### src/rtl/vga_pkg.sv
// Shared VGA framebuffer constants, fill FSM encoding and RGB444 field helpers.
package vga_pkg;
  localparam int SCREEN_W = 640;
  localparam int SCREEN_H = 480;
  localparam int VRAM_AW  = 19;
  localparam int COLOR_W  = 12;

  typedef enum logic [1:0] {
    IDLE  = 2'd0,
    SETUP = 2'd1,
    FILL  = 2'd2,
    DONE  = 2'd3
  } fill_state_t;

  function automatic logic [3:0] rgb_r(input logic [COLOR_W-1:0] c);
    return c[11:8];
  endfunction

  function automatic logic [3:0] rgb_g(input logic [COLOR_W-1:0] c);
    return c[7:4];
  endfunction

  function automatic logic [3:0] rgb_b(input logic [COLOR_W-1:0] c);
    return c[3:0];
  endfunction

  function automatic logic [COLOR_W-1:0] rgb_pack(input logic [3:0] r, input logic [3:0] g,
                                                  input logic [3:0] b);
    return {r, g, b};
  endfunction
endpackage

### src/rtl/rect_clip.sv
// Clips a rectangle to the screen: exclusive end column/row and an empty flag.
// Purely combinational; the caller registers the results.
module rect_clip
  import vga_pkg::*;
#(
  parameter int WIDTH  = SCREEN_W,
  parameter int HEIGHT = SCREEN_H
) (
  input  logic [9:0]  i_x,
  input  logic [8:0]  i_y,
  input  logic [9:0]  i_w,
  input  logic [8:0]  i_h,
  output logic [10:0] o_xe,
  output logic [9:0]  o_ye,
  output logic        o_empty
);
  localparam logic [10:0] W_L = 11'(WIDTH);
  localparam logic [9:0]  H_L = 10'(HEIGHT);

  logic [10:0] w_xsum;
  logic [9:0]  w_ysum;

  // One extra bit on each sum so x+w and y+h cannot wrap before the clamp.
  assign w_xsum  = {1'b0, i_x} + {1'b0, i_w};
  assign w_ysum  = {1'b0, i_y} + {1'b0, i_h};
  assign o_xe    = (w_xsum > W_L) ? W_L : w_xsum;
  assign o_ye    = (w_ysum > H_L) ? H_L : w_ysum;
  assign o_empty = (i_w == 10'd0) || (i_h == 9'd0) ||
                   ({1'b0, i_x} >= W_L) || ({1'b0, i_y} >= H_L);
endmodule

### src/rtl/vram_rect_fill.sv
// Rectangle fill into VRAM, one pixel per clock row-major; first write 2 cycles after accept.
// No write backpressure; cmd_ready only in IDLE, abort ends the fill after the current write.
module vram_rect_fill
  import vga_pkg::*;
#(
  parameter int WIDTH  = SCREEN_W,
  parameter int HEIGHT = SCREEN_H,
  parameter int AW     = VRAM_AW
) (
  input  logic               vram_clk,
  input  logic               clrn,
  input  logic               cmd_valid,
  output logic               cmd_ready,
  input  logic [9:0]         cmd_x,
  input  logic [8:0]         cmd_y,
  input  logic [9:0]         cmd_w,
  input  logic [8:0]         cmd_h,
  input  logic [COLOR_W-1:0] cmd_color,
  input  logic               abort,
  output logic               we,
  output logic [AW-1:0]      addr,
  output logic [COLOR_W-1:0] data,
  output logic               busy,
  output logic               done
);
  localparam logic [AW-1:0] W_A = AW'(WIDTH);

  fill_state_t        r_state, w_state_nxt;
  logic [9:0]         r_cx, r_cw;
  logic [8:0]         r_cy, r_ch;
  logic [COLOR_W-1:0] r_color;
  logic [9:0]         r_xs, r_x;
  logic [8:0]         r_y;
  logic [10:0]        r_xe;
  logic [9:0]         r_ye;
  logic [AW-1:0]      r_row_base, r_addr;
  logic [COLOR_W-1:0] r_data;

  logic [10:0]   w_xe;
  logic [9:0]    w_ye;
  logic          w_empty;
  logic [AW-1:0] w_setup_base;
  logic          w_row_end, w_last;

  rect_clip #(.WIDTH(WIDTH), .HEIGHT(HEIGHT)) u_clip (
    .i_x     (r_cx),
    .i_y     (r_cy),
    .i_w     (r_cw),
    .i_h     (r_ch),
    .o_xe    (w_xe),
    .o_ye    (w_ye),
    .o_empty (w_empty)
  );

  assign w_setup_base = AW'(r_cy) * W_A;
  assign w_row_end    = (({1'b0, r_x} + 11'd1) == r_xe);
  assign w_last       = w_row_end && (({1'b0, r_y} + 10'd1) == r_ye);

  always_comb begin
    w_state_nxt = r_state;
    case (r_state)
      IDLE:    if (cmd_valid) w_state_nxt = SETUP;
      SETUP:   w_state_nxt = (abort || w_empty) ? DONE : FILL;
      FILL:    if (abort || w_last) w_state_nxt = DONE;
      DONE:    w_state_nxt = IDLE;
      default: w_state_nxt = IDLE;
    endcase
  end

  always_ff @(posedge vram_clk or negedge clrn) begin
    if (!clrn) begin
      r_state <= IDLE;
    end else begin
      r_state <= w_state_nxt;
    end
  end

  // r_x/r_y/r_addr always describe the write currently on the port.
  always_ff @(posedge vram_clk or negedge clrn) begin
    if (!clrn) begin
      r_cx       <= '0;
      r_cy       <= '0;
      r_cw       <= '0;
      r_ch       <= '0;
      r_color    <= '0;
      r_xs       <= '0;
      r_x        <= '0;
      r_y        <= '0;
      r_xe       <= '0;
      r_ye       <= '0;
      r_row_base <= '0;
      r_addr     <= '0;
      r_data     <= '0;
    end else begin
      if (r_state == IDLE && cmd_valid) begin
        r_cx    <= cmd_x;
        r_cy    <= cmd_y;
        r_cw    <= cmd_w;
        r_ch    <= cmd_h;
        r_color <= cmd_color;
      end
      if (r_state == SETUP && w_state_nxt == FILL) begin
        r_xs       <= r_cx;
        r_x        <= r_cx;
        r_y        <= r_cy;
        r_xe       <= w_xe;
        r_ye       <= w_ye;
        r_row_base <= w_setup_base;
        r_addr     <= w_setup_base + AW'(r_cx);
        r_data     <= r_color;
      end
      if (r_state == FILL && w_state_nxt == FILL) begin
        if (w_row_end) begin
          r_x        <= r_xs;
          r_y        <= r_y + 9'd1;
          r_row_base <= r_row_base + W_A;
          r_addr     <= r_row_base + W_A + AW'(r_xs);
        end else begin
          r_x    <= r_x + 10'd1;
          r_addr <= r_addr + AW'(1);
        end
      end
    end
  end

  assign we        = (r_state == FILL);
  assign done      = (r_state == DONE);
  assign busy      = (r_state != IDLE);
  assign cmd_ready = (r_state == IDLE);
  assign addr      = r_addr;
  assign data      = r_data;
endmodule
### config.mk
export PLATFORM = sky130hd
export DESIGN_NAME = vram_rect_fill
export DESIGN_NICKNAME = d
export VERILOG_FILES = /design/src/rtl/vga_pkg.sv /design/src/rtl/rect_clip.sv /design/src/rtl/vram_rect_fill.sv
export SDC_FILE = /design/constraint.sdc
export NUM_CORES = 1
export LEC_CHECK = 0
export CAP_MARGIN = 20
export CORE_ASPECT_RATIO = 2
export CORE_MARGIN = 8
export CORE_UTILIZATION = 40
export DETAILED_ROUTE_END_ITERATION = 8
export SYNTH_ARGS = -nofsm -noshare
export SYNTH_HDL_FRONTEND = slang
export SYNTH_SLANG_ARGS = --single-unit
### constraint.sdc
create_clock -name vram_clk -period 4 [get_ports vram_clk]
set_input_delay 0.4 -clock vram_clk [delete_from_list [all_inputs] [get_ports vram_clk]]
set_output_delay 0.4 -clock vram_clk [all_outputs]
set_load 0.02 [all_outputs]
==> out/qor.csv, run 1 <==
stage,metric,value,unit
power,worst_ir_drop_vdd,0.505,mV
clock_tree,numCtsBuffers,17,
drt,routed_wl,27.3,mm
floorplanning,placementRows,82,
setup_path,reg2reg_setup_slack,0.47,ns
yosys,dominantRegCellSynth,sky130_fd_sc_hd__dfrtp_1,
layout,ff_latch_area,3800,sq um
power,totalPowerFinal,11.1,mW
floorplanning,num_io_pins,89,
layout,stdcell_count,1476,
global_route,antenna_found_initial,0,
layout,drive_gt1_share,12.1,%
clock_tree,clk_latency,0.44,ns
clock_tree,clock_tree.buffer_depth,2,
placement,place_inst,1444,
power,total_switching_power,5.03,mW
layout,multiInputGateArea,5860,sq um
drt,via_count,8283,
clock_tree,cts-resized-gates,0,
yosys,synth.yosys.warnings,0,
floorplanning,die_area,30700,sq um
floorplanning,fp.coreArea,24800,sq um
placement,hpwl,20.2,mm
clock_tree,clock_tree.htree_level_count,4,
power,p_clk_share,14.9,%
timing,timing.hold.ws,0.0279,ns
placement,placedInstanceArea,11300,sq um
clock_tree,tritoncts,built,
yosys,synth_async_sr_flop_share,100,%
setup_path,crit_path_start_kind,flip-flop,
global_route,grt_pass1_wl,45.0,mm
clock_tree,cts.sink_count,152,
power,p_sw_share,45.4,%
clock_tree,holdBufCountCts,0,
layout,finish.instance_area,11900,sq um
setup_path,critical_path.max_fanout,16,
timing,fin_tns_setup,0,ns
clock_tree,clock-root-buffer,sky130_fd_sc_hd__clkbuf_16,
drt,vias_per_cell,5.61,
yosys,syn-mean-instance-area,9.52,sq um
hold_path,timing.hold.worst.class,input port to async pin,
layout,num-fill-cells,2422,
timing,max-slew-margin-rel,40.9,%
layout,final_core_utilization,47.8,%
flow_run,max_cap_viol_count,0,
clock_tree,setup_fix_buffers_added_after_clock_tree_synthesis,0,
power,p_seq_share,28.8,%
global_route,grt_overflow,0,
timing,hold_violations,0,
layout,synthToLayoutAreaGrowth,18.2,%
global_route,grt_max_degree,93,
outcome,outcome,"finished, final reports clean",
floorplanning,floorplan.initialDensity,40.5,%
drt,detailedRoute.firstIterationViolations,520,
drt,first_pass_iters,5,
setup_path,critPathRequiredTime,4.33,ns
global_route,grtUsageTotal,18.6,%
timing,rsz0062_at_grt,false,
drt,remaining_drc_errors,0,
timing,final_period_minus_worst_setup_slack,3.53,ns
global_route,number_of_global_route_vias_before_repair,8513,
yosys,netlist_instances,1055,
clock_tree,clk_pin_slew,0.07,ns
yosys,seq_area_frac_synth,37.9,%
floorplanning,die_h,240,microns
layout,n_antenna_cell,0,
timing,worst_pin_slew,0.887,ns
timing,final.period_utilization,88.3,%
drt,wire_per_inst,18.5,microns
power,pwr-share-comb,56.3,%
timing,finalSetupViolCount,0,
yosys,syn-num-nets,1168,
yosys,post_synth_instance_area,10000,sq um
yosys,synth_enable_flop_cells,0,
yosys,synth_cell_types,74,
floorplanning,die_w,128,microns
placement,io_buffer_count,88,
drt,antenna_violating_nets_post_route,0,
timing,slew_violations,0,
yosys,ys_ff_latch,152,
power,p_per_area,933,nW/um^2
timing,timing.fmax,0.283,GHz
placement,preCtsSetupSlack,0.546,ns
setup_path,cp.arrival,3.86,ns
power,leakage,5.10,nW
layout,fin_nets,1240,
setup_path,endpoint_kind,flip-flop,
timing,worst_clock_skew,0.0103,ns
power,cellInternalPower,6.04,mW
timing,fin_ws,0.469,ns
placement,gp_congestion,0.862,
setup_path,criticalPathCategory,flip-flop to flip-flop,
-- per-layer routing --
metal  track usage [%]  part of all wire (%)
met5                 0                     0
met4              10.0                   4.0
met3              5.09                   6.3
met2              29.2                    46
met1              22.7                    43
-- placed cells by master (no fill, tap or decap), drive strengths merged, types with 22 or more instances in the layout --
cell / n
mux2: 63
xnor2: 49
mux2i: 22
dfrtp: 152
o21ai: 53
nand2: 114
ha: 54
nor3: 30
clkdlybuf4s50: 87
a21oi: 36
nand3: 49
inv: 41
xor2: 36
nor2: 62
-- worst paths after layout --
check                           startpoint             end  cells after the start
worst max register to register  r_state[0]         addr[8]                      9
worst min register to register  r_color[0]         data[0]                      2
max in group asynchronous             clrn          r_x[8]                      2
worst min-delay path                  clrn  r_row_base[13]                      1
min in group vram_clk           r_color[0]         data[0]                      2
worst max-delay path            r_state[0]         addr[8]                      9
-- registers in the layout, summed over array words and instances (netlist names) --
signal	cells
r_x	10
r_xe	11
r_xs	10
r_cx	10
addr	19
data	12
r_cw	10
r_state	2
r_cy	9
r_color	12
r_y	9
r_ch	9
r_row_base	19
r_ye	10
-- synth_stat cells, drive strengths merged (10+ instances only) --
library cell    n  share of area [%]
ha             54                6.7
buf            33                1.8
and2           12               0.75
mux2i          22                2.2
a211oi         20                1.5
inv            38                1.4
xor2           36                3.1
clkbuf         19               0.72
nor3           30                1.6
xnor2          49                4.3
dfrtp         152                 38
nor2           62                2.3
a31oi          10               0.62
nand2         114                4.3
nand4          12               0.75
a22o           12                1.0
o21ai          53                2.7
nand3          49                2.8
mux2           63                7.1
or3            13               0.81
o21a           12               0.90
and3           15               0.98
o22ai          10               0.62
a21oi          36                1.8
-- final cells by class --
type                            count  share of cell area [%]
Clock buffer                       20                    3.85
Clock inverter                     12                    1.20
Inverter                           38                    1.20
Multi-Input combinational cell    813                    49.4
Sequential cell                   152                    32.0
Tap cell                          336                    3.54
Timing Repair Buffer              105                    8.82
-- critical path: stages (launching register included) --
cell,delay [ns]
sky130_fd_sc_hd__dfrtp_1,0.43
sky130_fd_sc_hd__inv_1,0.10
sky130_fd_sc_hd__ha_1,0.54
sky130_fd_sc_hd__o2111ai_1,0.23
sky130_fd_sc_hd__nor4b_1,0.40
sky130_fd_sc_hd__nand4_1,0.48
sky130_fd_sc_hd__o21ai_4,0.47
sky130_fd_sc_hd__buf_4,0.30
sky130_fd_sc_hd__nor2_1,0.13
sky130_fd_sc_hd__a221o_1,0.34
-- power groups by stage --
stage          registers [mW]  clock network [mW]  logic (mW)
2_1_floorplan            2.93                   0        4.59
3_3_place_gp             3.18                   0        6.08
3_5_place_dp             3.20                   0        6.22
4_1_cts                  3.18                1.71        6.26
5_1_grt                  3.29                1.76        6.95
6_report                 3.18                1.66        6.23
-- cells by family after synthesis --
family | synth area share (%)
fa+ha+maj | 7.72
flops | 37.9
mux | 9.29
simple gates | 17.5
buf+inv | 3.90
xor+xnor | 7.64
compound gates | 16.0
Power figures use the tool's default switching activity.
==> inputs of run 2 (changes only) <==
--- a/config.mk
+++ b/config.mk
@@ -7,9 +7,10 @@
 export LEC_CHECK = 0
 export CAP_MARGIN = 20
 export CORE_ASPECT_RATIO = 2
-export CORE_MARGIN = 8
+export CORE_MARGIN = 2
 export CORE_UTILIZATION = 40
 export DETAILED_ROUTE_END_ITERATION = 8
+export RECOVER_POWER = 100
 export SYNTH_ARGS = -nofsm -noshare
 export SYNTH_HDL_FRONTEND = slang
 export SYNTH_SLANG_ARGS = --single-unit
==> run 2 against run 1 <==
Against the previous run:
- the flow now finishes with violations (capacitance limit, slew limit)
- sequential share of layout area increased by 0.26 points
- setup slack got worse by 0.11 ns
- wire length down 0.56%
- cell count shrank 0.20%
- die area fell by 14%
- final area decreased by 0.80%
- count of clock-buffer cells in the layout fell by 3
- critical path type unchanged
==> out/qor.csv, run 2 (synthesis gave the netlist of run 1 again) <==
stage,metric,value,unit
floorplanning,die_area,26500,sq um
setup_path,reg2reg_setup_slack,0.36,ns
clock_tree,clk_pin_slew,0.07,ns
timing,worst_pin_slew,2.48,ns
drt,remaining_drc_errors,0,
setup_path,critPathSlowestCell,sky130_fd_sc_hd__o21a_2,
floorplanning,die_w,116,microns
clock_tree,setup_fix_buffers_added_after_clock_tree_synthesis,0,
power,totalPowerFinal,10.9,mW
setup_path,path_cells,ha_1 -> nand2_1 -> nor3_1 -> nor3b_1 -> or4_1 -> nand4b_1 -> o21a_2 -> clkbuf_1 -> a31o_2,
timing,hold_violations,0,
timing,rsz0062_at_grt,false,
drt,routed_wl,27.1,mm
layout,drive_gt1_share,11.4,%
setup_path,endpoint_kind,flip-flop,
outcome,outcome,finished with violations,
setup_path,cp.arrival,4.02,ns
timing,timing.hold.ws,0.465,ns
global_route,antenna_found_initial,0,
setup_path,crit_path_start_kind,flip-flop,
clock_tree,clock_tree.buffer_depth,2,
drt,antenna_violating_nets_post_route,0,
setup_path,cpPeakStageDelay,0.72,ns
timing,max-slew-margin-rel,-65.1,%
layout,n_antenna_cell,0,
floorplanning,die_h,228,microns
floorplanning,placementRows,82,
timing,final_period_minus_worst_setup_slack,3.64,ns
setup_path,critical_path.max_fanout,36,
layout,finish.instance_area,11800,sq um
layout,synthToLayoutAreaGrowth,17.3,%
setup_path,criticalPathCategory,flip-flop to flip-flop,
placement,place_inst,1441,
drt,detailedRoute.firstIterationViolations,626,
setup_path,critPathRequiredTime,4.38,ns
placement,io_buffer_count,88,
global_route,grt_max_degree,91,
floorplanning,num_io_pins,89,
floorplanning,floorplan.initialDensity,40.5,%
power,p_per_area,928,nW/um^2
drt,via_count,8299,
layout,stdcell_count,1473,
layout,fin_nets,1237,
clock_tree,clock-root-buffer,sky130_fd_sc_hd__clkbuf_16,
global_route,grt_overflow,0,
outcome,failed_checks,"capacitance limit, slew limit",
clock_tree,tritoncts,built,
timing,fin_tns_setup,0,ns
power,worst_ir_drop_vdd,0.507,mV
global_route,grtUsageTotal,21.5,%
placement,hpwl,19.5,mm
flow_run,max_cap_viol_count,1,
placement,placedInstanceArea,11200,sq um
clock_tree,numCtsBuffers,17,
drt,vias_per_cell,5.63,
timing,timing.fmax,0.275,GHz
clock_tree,clock_tree.htree_level_count,4,
drt,first_pass_iters,5,
timing,worst_clock_skew,0.0112,ns
floorplanning,fp.coreArea,24800,sq um
clock_tree,clk_latency,0.45,ns
clock_tree,cts.sink_count,152,
global_route,number_of_global_route_vias_before_repair,8284,
clock_tree,holdBufCountCts,0,
hold_path,timing.hold.worst.class,flip-flop to flip-flop,
global_route,grt_pass1_wl,44.4,mm
power,leakage,5.08,nW
drt,wire_per_inst,18.4,microns
timing,final.period_utilization,90.9,%
layout,layout.cells.most_common_list,"152 x sky130_fd_sc_hd__dfrtp_1, 113 x sky130_fd_sc_hd__nand2_1, 62 x sky130_fd_sc_hd__nor2_1, 62 x sky130_fd_sc_hd__mux2_2, 54 x sky130_fd_sc_hd__ha_1",
layout,final_common_cell,sky130_fd_sc_hd__dfrtp_1,
clock_tree,cts-resized-gates,0,
timing,slew_violations,90,
placement,gp_congestion,0.869,
timing,finalSetupViolCount,0,
[run 2: changes by cell type in the layout (fill, tap and decap cells not counted), sizes merged]
cell           delta
clkdlybuf4s50    -35
dlygate4sd3      +35
buf               -8
inv               +3
clkbuf            +2
bufinv            -1
clkinvlp          +1
[run 2: path summary, 6_finish.rpt]
check,to,startpoint,depth (start not counted)
worst max register to register,r_y[2],r_x[0],9
max in group asynchronous,r_xe[10],clrn,1
min in group asynchronous,r_row_base[16],clrn,1
worst min register to register,data[5],r_color[5],2
worst min-delay path,data[5],r_color[5],2
worst max-delay path,r_y[2],r_x[0],9
[run 2: layer usage]
metal  track usage (%)  part of all wire [%]  wire, microns
met1              28.9                    44          11900
met2              34.2                    48          13100
met3              5.31                   6.1           1650
met4              6.32                   1.9            510
met5                 0                     0              0
[run 2: worst max-delay path: cells and delay by family, from the launching register on]
kind,cells,cell delay [ns]
adder cells (fa/ha/maj),1,0.25
flip-flops,1,0.48
AO/OA/AOI/OAI,2,0.96
AND/OR/NAND/NOR,5,1.37
buffers and inverters,1,0.50
[run 2: layout make-up]
type | instances | area [sq um]
clock buffer | 17 | 425
clock inverter | 15 | 144
fill | 2441 | 13100
inverter | 38 | 143
multi-input combinational | 813 | 5850
sequential | 152 | 3800
tap | 336 | 420
timing repair buffer | 102 | 992
[run 2: power breakdown]
part / internal, mW / switching (mW)
clock network: 0.868 / 0.727
registers: 2.23 / 0.964
logic: 2.76 / 3.39
[run 2: metrics by stage]
| stage | setup slack (ns) | utilization, % |
|---|---|---|
| 2_1_floorplan | 0.921 | - |
| 4_1_cts | 0.385 | 47.6 |
| 3_3_place_gp | 0.461 | 45.3 |
| 6_report | 0.364 | 47.4 |
| 3_5_place_dp | 0.414 | 45.3 |
| 5_1_grt | 0.0943 | 47.4 |
==> inputs of run 3 (changes only) <==
--- a/config.mk
+++ b/config.mk
@@ -8,7 +8,7 @@
 export CAP_MARGIN = 20
 export CORE_ASPECT_RATIO = 2
 export CORE_MARGIN = 2
-export CORE_UTILIZATION = 40
+export CORE_UTILIZATION = 45
 export DETAILED_ROUTE_END_ITERATION = 8
 export RECOVER_POWER = 100
 export SYNTH_ARGS = -nofsm -noshare
==> constraint.sdc (replaced) <==
create_clock -name vram_clk -period 3.4 [get_ports vram_clk]
set_input_delay 0.34 -clock vram_clk [delete_from_list [all_inputs] [get_ports vram_clk]]
set_output_delay 0.34 -clock vram_clk [all_outputs]
set_load 0.02 [all_outputs]
==> run 3 against run 2 <==
Against the previous run:
- the flow still finishes with violations (capacitance limit, slew limit)
- sequential power increased by 17%
- register-to-register slack worse by 0.11 ns
- critical path depth increased by 1
- wire length up 6.6%
- cell count shrank 2.3%
- non-clock buffer count rose by 26
- core utilization is 6.7 points higher
- flip-flop and latch count unchanged
- count of clock-buffer cells in the layout grew 2
==> out/qor.csv, run 3 (synthesis gave the netlist of run 1 again) <==
stage,metric,value,unit
outcome,outcome,finished with violations,
outcome,failed_checks,"capacitance limit, slew limit",
clock_tree,numCtsBuffers,17,
placement,io_buffer_count,88,
setup_path,cpMostUsedCell,sky130_fd_sc_hd__nor3_1,
floorplanning,fp.coreArea,22100,sq um
timing,final_period_minus_worst_setup_slack,3.15,ns
power,p_per_area,1100,nW/um^2
layout,n_antenna_cell,0,
clock_tree,clk_pin_slew,0.07,ns
drt,via_count,8334,
layout,synthToLayoutAreaGrowth,18.9,%
timing,slew_violations,95,
floorplanning,num_io_pins,89,
clock_tree,clk_latency,0.44,ns
setup_path,cp.arrival,3.47,ns
timing,fin_tns_setup,0,ns
floorplanning,placementRows,77,
timing,fin_ws,0.250,ns
timing,worst_pin_slew,2.35,ns
hold_path,timing.hold.worst.start,r_color[2],
timing,final.period_utilization,92.6,%
setup_path,crit_path_start_kind,flip-flop,
drt,routed_wl,28.9,mm
layout,final_core_utilization,54.1,%
floorplanning,die_h,215,microns
placement,hpwl,22.2,mm
layout,fin_nets,1263,
setup_path,critPathRequiredTime,3.72,ns
global_route,number_of_global_route_vias_before_repair,8527,
timing,worst_clock_skew,0.00826,ns
clock_tree,clock_tree.htree_level_count,4,
power,total_switching_power,6.05,mW
timing,finalSetupViolCount,0,
power,cellInternalPower,7.08,mW
drt,vias_per_cell,5.79,
clock_tree,clock_tree.buffer_depth,2,
drt,wire_per_inst,20.1,microns
global_route,grt_pass1_wl,45.7,mm
setup_path,crit-reg2reg-launch,r_x[0],
setup_path,critical_path.max_fanout,24,
placement,gp_congestion,0.892,
layout,drive_gt1_share,13.7,%
setup_path,worst-path-buf-inv,1,
setup_path,criticalPathCategory,flip-flop to flip-flop,
clock_tree,tritoncts,built,
power,leakage,5.23,nW
power,worst_ir_drop_vdd,0.590,mV
placement,preCtsSetupSlack,0.135,ns
drt,first_pass_iters,5,
layout,layout.cells.most_common_list,"151 x sky130_fd_sc_hd__dfrtp_1, 113 x sky130_fd_sc_hd__nand2_1, 62 x sky130_fd_sc_hd__nor2_1, 62 x sky130_fd_sc_hd__mux2_2, 54 x sky130_fd_sc_hd__ha_1",
global_route,antenna_found_initial,0,
clock_tree,clock-root-buffer,sky130_fd_sc_hd__clkbuf_16,
drt,remaining_drc_errors,0,
global_route,grtUsageTotal,25.8,%
power,p_seq_share,28.6,%
floorplanning,die_w,110,microns
power,p_clk_share,14.8,%
drt,detailedRoute.firstIterationViolations,375,
hold_path,timing.hold.worst.class,flip-flop to flip-flop,
power,totalPowerFinal,13.1,mW
power,p_sw_share,46.1,%
floorplanning,die_area,23600,sq um
timing,max-slew-margin-rel,-56.9,%
power,pwr-share-comb,56.6,%
layout,multiInputGateArea,5870,sq um
layout,final_common_cell,sky130_fd_sc_hd__dfrtp_1,
layout,ff_latch_area,3800,sq um
timing,timing.fmax,0.317,GHz
setup_path,cpPeakStageDelay,0.54,ns
setup_path,endpoint_kind,flip-flop,
floorplanning,floorplan.initialDensity,45.5,%
clock_tree,cts.sink_count,152,
setup_path,kind_of_cell_adding_the_most_delay_to_the_critical_path,simple AND/OR/NAND/NOR gates,
drt,antenna_violating_nets_post_route,0,
global_route,grt_max_degree,95,
layout,num-fill-cells,1999,
global_route,grt_overflow,0,
setup_path,setup.worst_path.start,r_x[0],
timing,rsz0062_at_grt,false,
setup_path,critPathSlowestCell,sky130_fd_sc_hd__or4_1,
setup_path,path_cells,ha_1 -> nand2_1 -> nor3_1 -> nor3b_1 -> or4_1 -> and4b_1 -> buf_4 -> or3b_2 -> a31oi_1 -> nor3_1,
flow_run,max_cap_viol_count,1,
timing,hold_violations,0,
[run 3: cell count changes in the layout (fill, tap and decap cells not counted), sizes merged]
cell / change
buf: +21
clkbuf: +7
clkinvlp: -5
clkinv: +2
inv: +1
[run 3: power by group through the flow]
| stage | Combinational, mW | Sequential [mW] | Clock, mW |
|---|---|---|---|
| final | 7.44 | 3.75 | 1.94 |
| after global placement | 7.43 | 3.76 | 0 |
| after CTS | 7.56 | 3.74 | 1.99 |
| after detailed placement | 7.51 | 3.77 | 0 |
| after floorplan | 5.40 | 3.45 | 0 |
| after global routing | 8.26 | 3.86 | 2.05 |
[run 3: worst min-delay path, cell delays in order (launching register included)]
cell                      delay (ns)
sky130_fd_sc_hd__dfrtp_1        0.34
sky130_fd_sc_hd__nand2_1        0.05
sky130_fd_sc_hd__nand2_1        0.05
[run 3: final timing paths]
check | to | slack [ns] | cells after the start
max | addr[3] | 0.25 | 10
min | data[2] | 0.46 | 2
min reg2reg | data[2] | 0.46 | 2
max reg2reg | addr[3] | 0.25 | 10
min in group asynchronous | r_color[10] | 0.61 | 1
max in group asynchronous | r_row_base[14] | 0.66 | 2
[run 3: metrics by stage]
stage	instances	hold WS [ns]	area, sq um
global placement	1406	0.440	11400
floorplan	1055	0.0444	10000
detailed placement	1406	0.444	11400
finish	1439	0.461	11900
global route	1439	0.488	11900
CTS	1438	0.0147	12000
[run 3: cell type report]
cell class | instances | area share [%]
Clock buffer | 19 | 3.79
Clock inverter | 13 | 1.26
Inverter | 38 | 1.19
Multi-Input combinational cell | 813 | 49.2
Sequential cell | 152 | 31.9
Tap cell | 276 | 2.89
Timing Repair Buffer | 128 | 9.83
[run 3: per-layer routing]
metal / GRT usage (%) / up-vias / share of wire [%]
met1: 25.6 / 4076 / 35
met3: 4.43 / 77 / 2.9
met5: 0 / - / 0
met2: 48.3 / 179 / 56
li1: - / 4002 / -
met4: 14.7 / 0 / 5.6
[run 3: what timing repair did]
item                                    CTS  global route
endpoints found under the setup margin    0            15
gates resized for setup                   0             3
hold buffers                              0             0
setup buffers                             0             1
